## config.mk

```make
export PLATFORM = sky130hd
export DESIGN_NAME = fp_normalize_round
export DESIGN_NICKNAME = d
export VERILOG_FILES = /design/src/rtl/fpu_pkg.sv /design/src/rtl/fp_lzc24.sv /design/src/rtl/fp_normalize_round.sv
export SDC_FILE = /design/constraint.sdc
export NUM_CORES = 1
export LEC_CHECK = 0
export BUFFER_PORTS_ARGS = -buffer_cell sky130_fd_sc_hd__buf_4
export CORE_UTILIZATION = 59
export DETAILED_ROUTE_END_ITERATION = 7
export GPL_TIMING_DRIVEN = 0
export PLACE_DENSITY = 0.81
export REMOVE_ABC_BUFFERS = 1
export SLEW_MARGIN = 40
export SYNTH_ARGS = -nofsm -noshare
export SYNTH_HDL_FRONTEND = slang
export SYNTH_SLANG_ARGS = --single-unit
```

## constraint.sdc

```tcl
create_clock -name clk -period 5.5 [get_ports clk]
set_clock_uncertainty 0.05 [all_clocks]
set_input_delay 0 -clock clk [delete_from_list [all_inputs] [get_ports clk]]
set_output_delay 0 -clock clk [all_outputs]
set_load 0.02 [all_outputs]
```

## src/rtl/fpu_pkg.sv

```systemverilog
// Shared IEEE-754 single-precision constants and types for the FP datapath.
package fpu_pkg;

    localparam int unsigned EXP_BITS  = 8;
    localparam int unsigned FRAC_BITS = 23;
    localparam int unsigned SIG_BITS  = 24;
    localparam int unsigned BIAS      = 127;
    localparam int unsigned EXP_INF   = 2 * BIAS + 1;
    // Wide enough that exp+1 on 255 and exp-k never wrap.
    localparam int unsigned EXP_INT_W = 10;

    localparam int unsigned FLAG_OVF = 2;
    localparam int unsigned FLAG_UNF = 1;
    localparam int unsigned FLAG_INX = 0;

    localparam logic [EXP_BITS-1:0] EXP_MAX = '1;

    typedef struct packed {
        logic                 sign;
        logic [EXP_INT_W-1:0] exp;
        logic [SIG_BITS-1:0]  mant;
        logic                 g;
        logic                 r;
        logic                 s;
    } norm_t;

    function automatic logic [EXP_BITS+FRAC_BITS:0] pack_single(
        input logic                 sign,
        input logic [EXP_BITS-1:0]  exp,
        input logic [FRAC_BITS-1:0] frac
    );
        return {sign, exp, frac};
    endfunction

endpackage

```

## src/rtl/fp_lzc24.sv

```systemverilog
// Leading-zero count of a 24-bit significand; an all-zero input counts as 24.
module fp_lzc24 (
    input  logic [23:0] data,
    output logic [4:0]  count
);

    // Later (higher) set bits overwrite earlier ones, so the MSB-most one wins.
    always_comb begin
        count = 5'd24;
        for (int i = 0; i < 24; i++) begin
            if (data[i]) begin
                count = 5'(23 - i);
            end
        end
    end

endmodule

```

## src/rtl/fp_normalize_round.sv

```systemverilog
// Two-stage normalize (S1) and round-to-nearest-even/pack (S2) for single-precision sums.
module fp_normalize_round
    import fpu_pkg::*;
#(
    parameter int unsigned EXP_W = 8,
    parameter int unsigned MAN_W = 24
) (
    input  logic                   clk,
    input  logic                   rst_n,
    input  logic                   in_valid,
    output logic                   in_ready,
    input  logic                   in_sign,
    input  logic [EXP_W-1:0]       in_exp,
    input  logic [MAN_W:0]         in_mant,
    input  logic [2:0]             in_grs,
    output logic                   out_valid,
    input  logic                   out_ready,
    output logic [EXP_W+MAN_W-1:0] out_result,
    output logic [2:0]             out_flags
);

    logic  s1_valid_q;
    logic  s2_valid_q;
    norm_t s1_d;
    norm_t s1_q;
    logic  s2_ready;

    assign s2_ready  = !s2_valid_q || out_ready;
    assign in_ready  = !s1_valid_q || s2_ready;
    assign out_valid = s2_valid_q;

    // S1: normalize
    logic [4:0]           lz;
    logic [EXP_INT_W-1:0] exp_in;
    logic [EXP_INT_W-1:0] lz_ext;
    logic [EXP_INT_W-1:0] k;
    logic [25:0]          shifted;

    fp_lzc24 u_lzc (
        .data  (in_mant[23:0]),
        .count (lz)
    );

    assign exp_in = EXP_INT_W'(in_exp);
    assign lz_ext = EXP_INT_W'(lz);

    always_comb begin
        s1_d      = '0;
        s1_d.sign = in_sign;
        k         = '0;
        shifted   = '0;
        if (in_mant[24]) begin
            s1_d.mant = in_mant[24:1];
            s1_d.exp  = exp_in + EXP_INT_W'(1);
            s1_d.g    = in_mant[0];
            s1_d.r    = in_grs[2];
            s1_d.s    = in_grs[1] | in_grs[0];
        end else begin
            if (exp_in != '0) begin
                k = (lz_ext < exp_in - EXP_INT_W'(1)) ? lz_ext : exp_in - EXP_INT_W'(1);
            end
            // Guard then round are shifted in behind the significand; sticky stays put.
            shifted   = {in_mant[23:0], in_grs[2:1]} << k;
            s1_d.mant = shifted[25:2];
            s1_d.g    = shifted[1];
            s1_d.r    = shifted[0];
            s1_d.s    = in_grs[0];
            s1_d.exp  = shifted[25] ? exp_in - k : '0;
        end
    end

    // S2: round to nearest even and pack
    logic                   inc;
    logic [SIG_BITS:0]      sum;
    logic [EXP_INT_W-1:0]   exp_r;
    logic [FRAC_BITS-1:0]   frac;
    logic                   inexact;
    logic [EXP_W+MAN_W-1:0] result_d;
    logic [2:0]             flags_d;

    always_comb begin
        inc     = s1_q.g & (s1_q.r | s1_q.s | s1_q.mant[0]);
        sum     = {1'b0, s1_q.mant} + {{SIG_BITS{1'b0}}, inc};
        inexact = s1_q.g | s1_q.r | s1_q.s;
        exp_r   = s1_q.exp + {{(EXP_INT_W-1){1'b0}}, sum[24]};
        // A denormal that rounds up into the hidden bit becomes the smallest normal.
        if (s1_q.exp == '0 && sum[23]) begin
            exp_r = EXP_INT_W'(1);
        end
        frac    = sum[24] ? '0 : sum[22:0];
        flags_d = '0;
        if (exp_r >= EXP_INT_W'(EXP_INF)) begin
            result_d          = pack_single(s1_q.sign, EXP_MAX, '0);
            flags_d[FLAG_OVF] = 1'b1;
            flags_d[FLAG_INX] = 1'b1;
        end else begin
            result_d          = pack_single(s1_q.sign, exp_r[EXP_BITS-1:0], frac);
            flags_d[FLAG_UNF] = inexact & (exp_r == '0);
            flags_d[FLAG_INX] = inexact;
        end
    end

    always_ff @(posedge clk) begin
        if (!rst_n) begin
            s1_valid_q <= 1'b0;
            s2_valid_q <= 1'b0;
            s1_q       <= '0;
            out_result <= '0;
            out_flags  <= '0;
        end else begin
            if (in_valid && in_ready) begin
                s1_valid_q <= 1'b1;
                s1_q       <= s1_d;
            end else if (s2_ready) begin
                s1_valid_q <= 1'b0;
            end
            if (s1_valid_q && s2_ready) begin
                s2_valid_q <= 1'b1;
                out_result <= result_d;
                out_flags  <= flags_d;
            end else if (out_ready) begin
                s2_valid_q <= 1'b0;
            end
        end
    end

endmodule

```

Word level (Yosys, flattened, before mapping)
Index checks and enable logic that the tools add are counted.
{"block": "word_totals", "word_cells": 76, "regBits": 75, "output_inout_bits": 37}
{"block": "op_classes", "bitwise": 7, "mux": 39, "n_lt_le_gt_ge": 2, "add_sub_neg": 5, "shift": 1, "reduce_logical": 12}
{"cell": "5-bit two-way mux", "count": 16}
{"cell": "10-bit two-way mux", "count": 5}
{"cell": "37-bit two-way mux", "count": 1}
{"cell": "4-bit two-way mux", "count": 8}
{"cell": "31-bit two-way mux", "count": 1}
{"cell": "26-bit by 10-bit left shift with 26-bit output", "count": 1}
{"cell": "24-bit by 1-bit adder with 25-bit output", "count": 1}
{"cell": "23-bit two-way mux", "count": 1}
{"cell": "10-bit zero test", "count": 2}
{"cell": "10-bit by 1-bit adder with 10-bit output", "count": 1}
{"cell": "10-bit by 8-bit >= comparator with 1-bit output, second input constant", "count": 1}
{"cell": "5-bit by 10-bit less-than comparator with 1-bit output", "count": 1}
{"cell": "10-bit nonzero test", "count": 1}
{"cell": "8-bit by 10-bit subtractor with 10-bit output", "count": 1}
{"cell": "8-bit by 1-bit adder with 9-bit output, second input constant", "count": 1}
{"cell": "8-bit by 1-bit subtractor with 9-bit output, second input constant", "count": 1}
{"cell": "1-bit two-way mux", "count": 7}
{"cell": "1-bit bitwise OR", "count": 5}
{"cell": "2-bit nonzero test", "count": 2}
{"cell": "1-bit logical AND", "count": 3}
{"cell": "1-bit AND", "count": 2}
{"cell": "1-bit zero test", "count": 2}
{"cell": "1-bit logical OR", "count": 2}

Depth between registers and ports, before layout
Gate-level depths: netlist (run 1).
{"block": "depth", "depth_word": 31, "ltp_mapped": 24, "mapped_depth_nobuf": 22}

Hierarchy
From an unflattened synthesis (run 1), not the netlist that was laid out.
{"block": "hier_totals", "cells_unflattened": 792, "hier_area_um2": 6207.2}
{"module": "fp_normalize_round", "instances": 1, "cells_each": 744, "area_per_inst_um2": 5941.9}
{"module": "fp_lzc24", "instances": 1, "cells_each": 48, "area_per_inst_um2": 265.3}

Least setup slack after synthesis (run 1)
No wires, ideal clock.
{"block": "synth_path", "path_kind": "input-to-reg", "from": "input in_mant[2]", "to": "register s1_q[34] (netlist name)", "slack_ns": 0.850, "t_arrival_ns": 4.529, "stages": 21, "required_ns": 5.379, "setup_ns": 0.071, "cell_sequence": "o31ai_1 > a31oi_1 > a2111oi_1 > ha_1 > and4b_4 > a21boi_1 > a211o_1 > a21boi_0 > nor2_1 > nor2_1 > inv_1 > buf_2 > buf_2 > ha_1 > a21o_1 > a21o_1 > a21o_1 > a21o_1 > nand2_1 > or4b_2 > o21bai_1"}
{"block": "synth_via", "elab_chain_cells": 29, "elab_cells_between_ends": 30, "cone_classes": "1 x add/sub; 1 x order compare; 1 x shift; 27 x mux"}
{"item": "from (decl)", "line_no": "fp_normalize_round.sv:14", "source": "input logic [MAN_W:0] in_mant,"}
{"item": "4-bit two-way mux (6 in a row)", "line_no": "fp_lzc24.sv:11", "source": "if (data[i]) begin"}
{"item": "5-bit two-way mux (16 in a row)", "line_no": "fp_lzc24.sv:11"}
{"item": "5-bit by 10-bit less-than comparator with 1-bit output", "line_no": "fp_normalize_round.sv:60", "source": "k = (lz_ext < exp_in - EXP_INT_W'(1)) ? lz_ext : exp_in - EXP_INT_W'(1);"}
{"item": "10-bit two-way mux", "line_no": "fp_normalize_round.sv:60"}
{"item": "10-bit two-way mux", "line_no": "fp_normalize_round.sv:59", "source": "if (exp_in != '0) begin"}
{"item": "10-bit two-way mux", "line_no": "fp_normalize_round.sv:52", "source": "if (in_mant[24]) begin"}
{"item": "8-bit by 10-bit subtractor with 10-bit output / 26-bit by 10-bit left shift with 26-bit output (equally long branches)", "line_no": "fp_normalize_round.sv:68, fp_normalize_round.sv:63"}
{"item": "10-bit two-way mux (*)", "line_no": "fp_normalize_round.sv:68", "source": "s1_d.exp = shifted[25] ? exp_in - k : '0;"}
{"item": "37-bit two-way mux (*)", "line_no": "fp_normalize_round.sv:52"}
{"item": "to (signal assigned)", "line_no": "fp_normalize_round.sv:107", "source": "s1_q <= '0;"}
{"item": "to (signal assigned)", "line_no": "fp_normalize_round.sv:113", "source": "s1_q <= s1_d;"}
{"item": "to (decl)", "line_no": "fp_normalize_round.sv:25", "source": "norm_t s1_q;"}
Mark *: on every way between the ends. The rest lies on a longest branch, timed or not. The select of a mux whose other input is x is not followed.
A chain may end at the register's enable or synchronous reset.

Final worst setup path (run 1)
{"block": "layout_path", "from": "input in_mant[12]", "to": "register s1_q[34] (netlist name)"}
{"block": "layout_via", "elab_chain_cells": 19, "elab_cells_between_ends": 20, "cone_classes": "1 x add/sub; 1 x order compare; 1 x shift; 17 x mux"}
{"item": "5-bit two-way mux (12 in a row)", "line_no": "fp_lzc24.sv:11"}
{"item": "5-bit by 10-bit less-than comparator with 1-bit output", "line_no": "fp_normalize_round.sv:60"}
{"item": "10-bit two-way mux", "line_no": "fp_normalize_round.sv:60"}
{"item": "10-bit two-way mux", "line_no": "fp_normalize_round.sv:59"}
{"item": "10-bit two-way mux", "line_no": "fp_normalize_round.sv:52"}
{"item": "8-bit by 10-bit subtractor with 10-bit output / 26-bit by 10-bit left shift with 26-bit output (equally long branches)", "line_no": "fp_normalize_round.sv:68, fp_normalize_round.sv:63"}
{"item": "10-bit two-way mux (*)", "line_no": "fp_normalize_round.sv:68"}
{"item": "37-bit two-way mux (*)", "line_no": "fp_normalize_round.sv:52"}
Marks and branches as above.

==> flow_results.org, run 1 <==
** Floorplanning
- Die Span X :: 101 um
- The floorplan step defined a core boundary enclosing 9420 sq um.
- Floorplan die height :: 101 um
- The initial utilization of the core area, before any placement, comes to 61.9%.
- Row Count :: 35
- I/O pin total :: 78
- Die area :: 10300 sq um

** Status
- The flow ran to the end, and the final reports show no timing, DRC or antenna violations.

** Place
- Routability-driven placement finished with a final weighted congestion of 1.00.
- Detailed placement ended at an HPWL of 13100 um.
- Summing all placed instances gives a cell area of 6410 sq um.
- During placement, the flow inserted port buffers numbering 77.

** Synthesis
- Share of synthesized area occupied by flip-flops and latches :: 25.8%
- sky130_fd_sc_hd__dfxtp_1 takes more of the synthesized area than any other cell.
- Multiplexer area fraction after synthesis :: 11.6%
- In this run, synthesis inferred 0 flip-flops with an integrated enable.
- The Yosys step of the flow raised 0 warnings.
- After synthesis the cells add up to 5830 sq um.
- Of the total synthesized cell area, the portion taken by AND, OR, NAND and NOR gates is 22.7%.
- Area share of the leading cell type in the synthesized netlist :: 25.8%
- Combinational family with the most area after synthesis :: compound AO/OA/AOI/OAI gates
- Cell types with the largest area share after synthesis :: sky130_fd_sc_hd__dfxtp_1 26%, sky130_fd_sc_hd__mux2i_1 9.1%, sky130_fd_sc_hd__o21ai_0 5.0%, sky130_fd_sc_hd__nand2_1 5.0%, sky130_fd_sc_hd__nor2_1 4.7%
- Summing the areas of all compound-gate instances in the mapped netlist gives 24.4% of the synthesized area.
- Counting every instance in the synthesized netlist gives 756.
- Synthesized-area fraction occupied by adder cells :: 4.21%
- Dominant register cell in the synthesized netlist :: sky130_fd_sc_hd__dfxtp_1
- Post-synthesis average cell area :: 7.71 sq um
- In the synthesized netlist, the cells that appear most often are 77 x sky130_fd_sc_hd__nand2_1, 75 x sky130_fd_sc_hd__dfxtp_1, 73 x sky130_fd_sc_hd__nor2_1.
- Most common cell in the synthesized netlist :: sky130_fd_sc_hd__nand2_1
- The number of different library cells used by synthesis comes to 76.
- Counting flops with an async set or reset pin after synthesis yields a share of 0%.
- After synthesis the netlist holds a flip-flop and latch count of 75.
- Xor and xnor area share after synthesis :: 6.31%

** Timing
- Hold timing on the final database bottoms out at a slack of 0.0196 ns.
- Final worst-path cycle share :: 94.8%
- Setup repair after global routing missed its margin :: no
- Slew of the pin with the lowest slew margin :: 0.775 ns
- Hold Violations, Final :: 0
- Based on the critical path, the design can be clocked at up to 192 MHz.
- Setup violations remaining at the end of the flow were counted as 0.
- In this run the tightest slew margin relative to its limit is 47.0%.
- The total count of max-transition violations in the final report came to 0.
- Post-route minimum period :: 5.21 ns

** Detailed routing
- The count of nets left with antenna violations once routing finished came out at 0.
- Wires add up to 18600 um.
- The highest layer touched by signal routing is met4.
- DR WL met3 :: 1360 um
- In the detailed route, the total length drawn on met2 is 8790 um.
- DRC errors left :: 0
- For this block, the initial DRC count from the detailed router was 630.
- Before antenna repair, the detailed router went through 5 iterations.
- Via density per instance :: 6.57
- After detailed routing, the average wire length per cell comes to 19.5 um.
- The detailed router put a total of 7740 um of wire on met1.
- Number of vias in the routed layout :: 6244

** Clock network
- The tree is rooted in a sky130_fd_sc_hd__clkbuf_8.
- Clock buffer count from CTS :: 9
- For the worst-skew pair, the clock arrives at the later sink with an insertion delay of 0.34 ns.
- Clock tree synthesis found a total of 75 sinks.
- Clock tree from TritonCTS :: done
- CTS H-tree lvls :: 3
- Number of buffers between clock root and the deepest sink :: 2
- Postcts setup bufs :: 0
- Clock transition at the registers of the reported paths :: 0.08 ns

** Setup path
- On the worst path, the slowest cell contributes a delay of 0.58 ns.
- Ordered cell list for the critical path :: buf_4 > nor4_1 > nand2_1 > a31oi_1 > nor2_1 > ha_1 > a21o_1 > a21oi_1 > nand2_1 > a211oi_2 > nor3_1 > a31o_2 > inv_2 > ha_1 > a21o_1 > a21o_1 > a21o_1 > a21o_1 > a21o_1 > nand2_1 > or4b_2 > o21bai_1
- Counting both buffers and inverters, the worst setup path holds a total of 2.
- Standard cell with the maximum stage delay on the critical path :: sky130_fd_sc_hd__or4b_2
- Top cell family by delay on the critical path :: compound AO/OA/AOI/OAI gates
- The critical path in this run is classified as in -> reg.
- Most prevalent standard cell on the critical path :: sky130_fd_sc_hd__a21o_1
- The worst register-to-register path has a depth of 16.
- The worst setup path is launched from an input port.
- Reg2reg setup slack :: 0.85 ns
- Data on the critical path is required at its endpoint by 5.72 ns.
- Along the worst path, the maximum fanout reaches 26.
- The endpoint identified for the worst register-to-register timing path is out_result[15].
- The worst register-to-register path begins at s1_q[3].
- Worst setup EP type :: flip-flop
- Data on the critical path arrives at its endpoint at 5.43 ns.

** Job
- Max-cap violations in this run came to 0.

** Worst hold path
- The min-delay analysis places its worst path in the category in -> reg.
- Hold Path Stages :: 3
- Startpoint of the worst hold path :: in_mant[12]
- Hold Path Sink :: s1_q[14]

** Finish
- Fraction of final layout cells with drive strength greater than 1 :: 16.1%
- Relative to the synthesized area, the layout overhead comes to 17.0%.
- The net count of the finished layout is 877.
- Filler cell count in the final layout :: 739
- Summing all non-filler instances in the final layout gives an area of 6820 sq um.
- The number of antenna diodes in the final layout is 0.

** Power and ir drop
- In this run the power density over the cells is 234 nW/um^2.
- Leakage :: 2.85 nW
- Across the VDD grid, the largest voltage drop is 0.161 mV.

** GRT
- For this run the aggregate overflow at the end of global routing stands at 0.
- The first global-routing pass estimated 29200 um of wire.
- Entering global routing, the biggest net connects 57 pins.
- Global routing used 36.8% of the available tracks across all layers.
- Initial antenna violation count :: 0
- The via count of the first global-routing pass is 5739.
worst max-delay path by stage:
stage	from	end	cells past startpoint
finish	in_mant[12]	s1_q[34]	22
global route	in_mant[12]	s1_q[34]	22
CTS	in_mant[2]	s1_q[34]	20
detailed placement	in_mant[2]	s1_q[34]	20
global placement	in_mant[2]	s1_q[34]	20
floorplan	in_mant[2]	s1_q[34]	19
worst register-to-register path: stages (launching register included):
cell,delay [ns]
sky130_fd_sc_hd__dfxtp_1,0.42
sky130_fd_sc_hd__and2_1,0.17
sky130_fd_sc_hd__ha_1,0.20
sky130_fd_sc_hd__nand3_1,0.12
sky130_fd_sc_hd__nor2_1,0.24
sky130_fd_sc_hd__nand3_1,0.17
sky130_fd_sc_hd__nor4_1,0.57
sky130_fd_sc_hd__ha_1,0.29
sky130_fd_sc_hd__ha_1,0.25
sky130_fd_sc_hd__nand3_1,0.12
sky130_fd_sc_hd__xnor2_1,0.21
sky130_fd_sc_hd__inv_1,0.10
sky130_fd_sc_hd__or4_1,0.53
sky130_fd_sc_hd__o311a_1,0.38
sky130_fd_sc_hd__nand2_1,0.19
sky130_fd_sc_hd__or2_2,0.33
sky130_fd_sc_hd__o21ai_0,0.18
repair_timing:
item	CTS	global route
setup endpoints to repair	0	2
hold buffers	12	0
hold endpoints to repair	11	0
resized for setup	0	3
flip-flops by register name (all words and copies together) (netlist names):
signal	cells
s1_valid_q	1
out_flags	3
s1_q	38
out_valid	1
out_result	32
layer usage:
layer  up-vias  global-route usage, %
met4         0                   17.2
met1      2970                   47.2
li1       2906                      -
met2       314                   61.3
met5         -                      0
met3        54                   4.83
cell type report:
cell class                      instances  area, sq um  area share [%]
Timing Repair inverter                  1         5.00          0.0734
Sequential cell                        75         1500            22.0
Clock buffer                           10          128            1.87
Multi-Input combinational cell        619         4080            59.8
Timing Repair Buffer                   90          726            10.6
Clock inverter                          6          138            2.02
Tap cell                              129          161            2.37
Inverter                               21         83.8            1.23
report_power, final:
group | internal [W] | switching, W
Clock | 0.000349 | 0.000203
Sequential | 0.000579 | 0.0000381
Combinational | 0.000173 | 0.000257
cells by family (layout without fill, tap and decap cells):
logic type               Yosys count  count (layout)
buffers and inverters             64             128
flip-flops                        75              75
AND/OR/NAND/NOR                  273             273
AO/OA/AOI/OAI                    217             217
XOR/XNOR                          42              42
multiplexers                      65              65
other                              1               3
adder cells (fa/ha/maj)           19              19
metrics by stage:
| stage | instances | power, W | TNS [ns] | util (%) | setup slack [ns] |
|---|---|---|---|---|---|
| after floorplan | 715 | 0.000876 | 0 | - | 0.899 |
| after global placement | 921 | 0.00102 | -0.0994 | 67.6 | -0.0994 |
| after detailed placement | 922 | 0.00103 | -0.244 | 68.1 | -0.244 |
| final | 951 | 0.00160 | 0 | 72.5 | 0.288 |
| after CTS | 950 | 0.00159 | 0 | 72.2 | 0.106 |
| after global routing | 951 | 0.00166 | 0 | 72.5 | 0.0347 |
cell usage in the layout (no fill, tap or decap), types with 21 or more instances in the layout:
cell type / n
sky130_fd_sc_hd__a21oi_1: 43
sky130_fd_sc_hd__buf_4: 77
sky130_fd_sc_hd__dfxtp_1: 75
sky130_fd_sc_hd__mux2i_1: 53
sky130_fd_sc_hd__nand2_1: 76
sky130_fd_sc_hd__nand3_1: 27
sky130_fd_sc_hd__nor2_1: 71
sky130_fd_sc_hd__nor3_1: 21
sky130_fd_sc_hd__o21ai_0: 58
sky130_fd_sc_hd__xnor2_1: 26
No activity file was read; power rests on OpenSTA's default activity.
==> run 2: changes to the inputs <==
Settings changed: CORE_UTILIZATION 59 to 30, MAX_ROUTING_LAYER from default to met4, PLACE_DENSITY 0.81 to 0.47.
==> run 2 against run 1 <==
Against the previous run:
- clock power rose by 13%
- core utilization fell by 35 points
- critical endpoint unchanged
- fmax up 2.0%
- largest power group is now the clock network
- clock-buffer cell count unchanged
- non-clock buffer count up 2
- largest cell class unchanged
- combinational power down 0.9%
- total power increased by 4.3%
- highest routed layer unchanged
- wire length grew 5.3%
- critical path depth stayed put
- register-to-register slack better by 0.16 ns
==> flow_results.org, run 2 (synthesized netlist as in run 1, its figures left out) <==
** Status
- The flow ran to the end, and the final reports show no timing, DRC or antenna violations.

** Finish
- s1_q holds more flip-flops than any other register.
- Final non-filler cell area :: 7050 sq um (+3.3%)
- The count of non-filler cells in the finished layout is 1083 (+14%).
- The final design utilization is 37.3% (-35 points).
- Largest registers :: s1_q: 38 flops, out_result: 32 flops, out_flags: 3 flops
- Antenna cell count :: 0 (unchanged)
- Flip-flop count of the largest register, all copies and words added :: 38 (unchanged)
- From synthesis to final layout, the design area changed by 20.9%.
- Fraction of final layout cells with drive strength greater than 1 :: 15.9% (-0.14 points)
- The top cell types in the final layout, fill and taps aside, are 78 x sky130_fd_sc_hd__buf_4, 76 x sky130_fd_sc_hd__nand2_1, 75 x sky130_fd_sc_hd__dfxtp_1, 71 x sky130_fd_sc_hd__nor2_1, 58 x sky130_fd_sc_hd__o21ai_0.
- Final Net Count :: 879 (+0.23%)
- Most common cell after layout, fill and taps aside :: sky130_fd_sc_hd__buf_4

** Setup path
- Ordered cell list for the critical path :: buf_4 > nor4_1 > nand2_1 > a31oi_1 > nor2_1 > ha_1 > a21o_1 > a21oi_1 > nand2_1 > a211o_1 > a22o_1 > nand2_4 > ha_1 > a21o_1 > a21o_1 > a21o_1 > a21o_1 > a21o_1 > a21o_1 > nand2_1 > or4b_2 > o21bai_1
- Count of buffering cells on the critical path with inverters included :: 1 (-1)
- The data arrival time of the critical path was 5.32 ns (-0.11 ns).
- The data required time of the worst path is 5.71 ns (about the same).
- The worst setup path is launched from an input port.
- Grouping stages by cell kind, the critical path spends the most delay in compound AO/OA/AOI/OAI gates.
- Worst stage delay on the critical path :: 0.59 ns (about the same)
- Counting stages on the worst path, the most repeated cell is sky130_fd_sc_hd__a21o_1.
- The worst setup path is captured at a flip-flop.
- Standard cell with the maximum stage delay on the critical path :: sky130_fd_sc_hd__or4b_2
- Largest fanout on the critical path :: 31 (+19%)
- Worst setup path class :: in -> reg

** Detailed routing
- Violation count after the first detailed-routing iteration :: 303 (-52%)
- Via density per instance :: 5.41 (-18%)
- The iteration count of the initial detailed-routing pass is 5 (unchanged).
- DRC errors left :: 0 (unchanged)
- The average detailed-routed wire length per instance is 18.1 um (-7.5%).
- Number of vias in the routed layout :: 5857 (-6.2%)
- The total wirelength of the detailed-routed design was 19600 um (+5.3%).
- Post-route ant nets :: 0 (unchanged)

** Timing
- Slew Limit Fails :: 0 (unchanged)
- Hold Violations, Final :: 0 (unchanged)
- Total negative slack for setup checks :: 0 ns (unchanged)
- The period utilization is 92.9% (-1.9 points).
- The post-route minimum period was 5.11 ns (-0.103 ns).
- The transition at the pin with the smallest max-transition slack is 0.809 ns (+0.0343 ns).
- Hold slack final :: 0.0209 ns (+0.00135 ns)
- The achievable frequency is 196 MHz (+2.0%).
- The number of setup violations in the final report came to 0 (unchanged).
- The relative slew slack came to 45.6% (-1.4 points).
- Setup repair after global routing missed its margin :: no

** Clock network
- The number of buffers created by CTS was 9 (unchanged).
- TritonCTS built the clock tree.
- CTS H-tree lvls :: 3 (unchanged)
- Clk_lat worst skew :: 0.33 ns (about the same)
- Number of sinks handled by clock tree synthesis :: 75 (unchanged)
- The clock-pin slew reported for the worst setup and hold paths after clock tree synthesis is 0.06 ns (-0.02 ns).
- Library cell used as clock root buffer :: sky130_fd_sc_hd__clkbuf_16
- Number of buffers between clock root and the deepest sink :: 2 (unchanged)

** GRT
- GR met2 Demand/Resource :: 31.0% (-30 points)
- Number of global-route vias before repair :: 5521 (-3.8%)
- Maximum number of pins on one net before global-route repair :: 57 (unchanged)
- The first-pass GRT wire length was 31000 um (+6.1%).
- The fraction of met3 tracks used by global routing is 2.06% (-2.8 points).
- Met1 track demand over resource in global routing :: 28.2% (-19 points)
- The layer flagged by global routing as most heavily used is met2.
- The global-route total usage across every layer is 20.3% (-16 points).
- The remaining global-route overflow came to 0 (unchanged).
- The initial antenna violation count is 0 (unchanged).

** Power and ir drop
- The leakage dissipation was 2.88 nW (+1.1%).
- Power density cells :: 237 nW/um^2 (+1.0%)
- IR drop worst, VDD :: 0.145 mV (-9.8%)

** Place
- The final RePlAce weighted congestion came to 0.930 (-7.2%).
- DP Area :: 6570 sq um (+2.6%)
- The number of I/O port buffers came to 77 (unchanged).
- The half-perimeter wire length after detailed placement came to 14900 um (+14%).
- Total instance count after detailed placement :: 1053 (+14%)

** Floorplanning
- I/O pin total :: 78 (unchanged)
- The starting density of the core was 30.8% (-31 points).
- The die height was 141 um (+39%).
- The site row count came to 50 (+43%).
- The width of the die came to 141 um (+39%).
- Die area :: 20000 sq um (+94%)
- Standard cell core area :: 18900 sq um (+100%)

** Job
- The max-capacitance violation count is 0 (unchanged).

** Worst hold path
- Worst min-delay path class :: in -> reg
-- run 2: cell count changes in the layout (fill, tap and decap cells not counted), sizes merged --
| cell | delta |
|---|---|
| bufinv | -2 |
| clkinv | -1 |
| dlygate4sd3 | +1 |
| clkinvlp | +1 |
| buf | +1 |
| inv | +1 |
-- run 2: final cells by class --
| cell class | instances | area [sq um] |
|---|---|---|
| inverters | 21 | 85.1 |
| fillers | 2021 | 11800 |
| repair inverters | 1 | 5.00 |
| flip-flops and latches | 75 | 1500 |
| well taps | 260 | 325 |
| clock buffers | 10 | 239 |
| multi-input cells | 619 | 4070 |
| clock inverters | 5 | 77.6 |
| repair buffers | 92 | 743 |
-- run 2: path summary, 6_finish.rpt --
kind                      start       endpoint  slack, ns  depth (start not counted)
setup / recovery    in_mant[12]       s1_q[34]       0.39                         22
hold / removal       in_mant[2]        s1_q[4]       0.02                          3
setup reg to reg        s1_q[3]  out_result[8]       1.01                         16
hold reg to reg   out_result[3]  out_result[3]       0.40                          2
-- run 2: power breakdown --
group	internal (W)	leakage (nW)	total, W	switching (W)
Sequential	0.000580	0.617	0.000617	0.0000367
Combinational	0.000173	2.11	0.000426	0.000254
Clock	0.000405	0.154	0.000626	0.000221
Total	0.00116	2.88	0.00167	0.000511
-- run 2: layer usage --
layer  share of wire (%)  routed length [um]
met5                   0                   0
met2                  45                8760
met3                 4.3                 839
met1                  49                9610
met4                 1.8                 343
-- run 2: timing repair --
action | in CTS | in global routing
cloned | 1 | 0
hold buffers | 13 | 0
gates resized for setup | 2 | 2
buffers inserted | 0 | 1
endpoints found under the setup margin | 1 | 1
hold endpoints to repair | 11 | 0
-- run 2: tightest hold or removal path, cell delays in order --
cell	delay (ns)
sky130_fd_sc_hd__buf_4	0.13
sky130_fd_sc_hd__a221oi_1	0.12
sky130_fd_sc_hd__nor2_1	0.11
-- run 2: through the flow --
step           power, W  setup slack (ns)
3_5_place_dp    0.00104            -0.366
2_1_floorplan  0.000876             0.899
4_1_cts         0.00168             0.210
6_report        0.00167             0.391
5_1_grt         0.00176            0.0399
3_3_place_gp    0.00104            -0.321
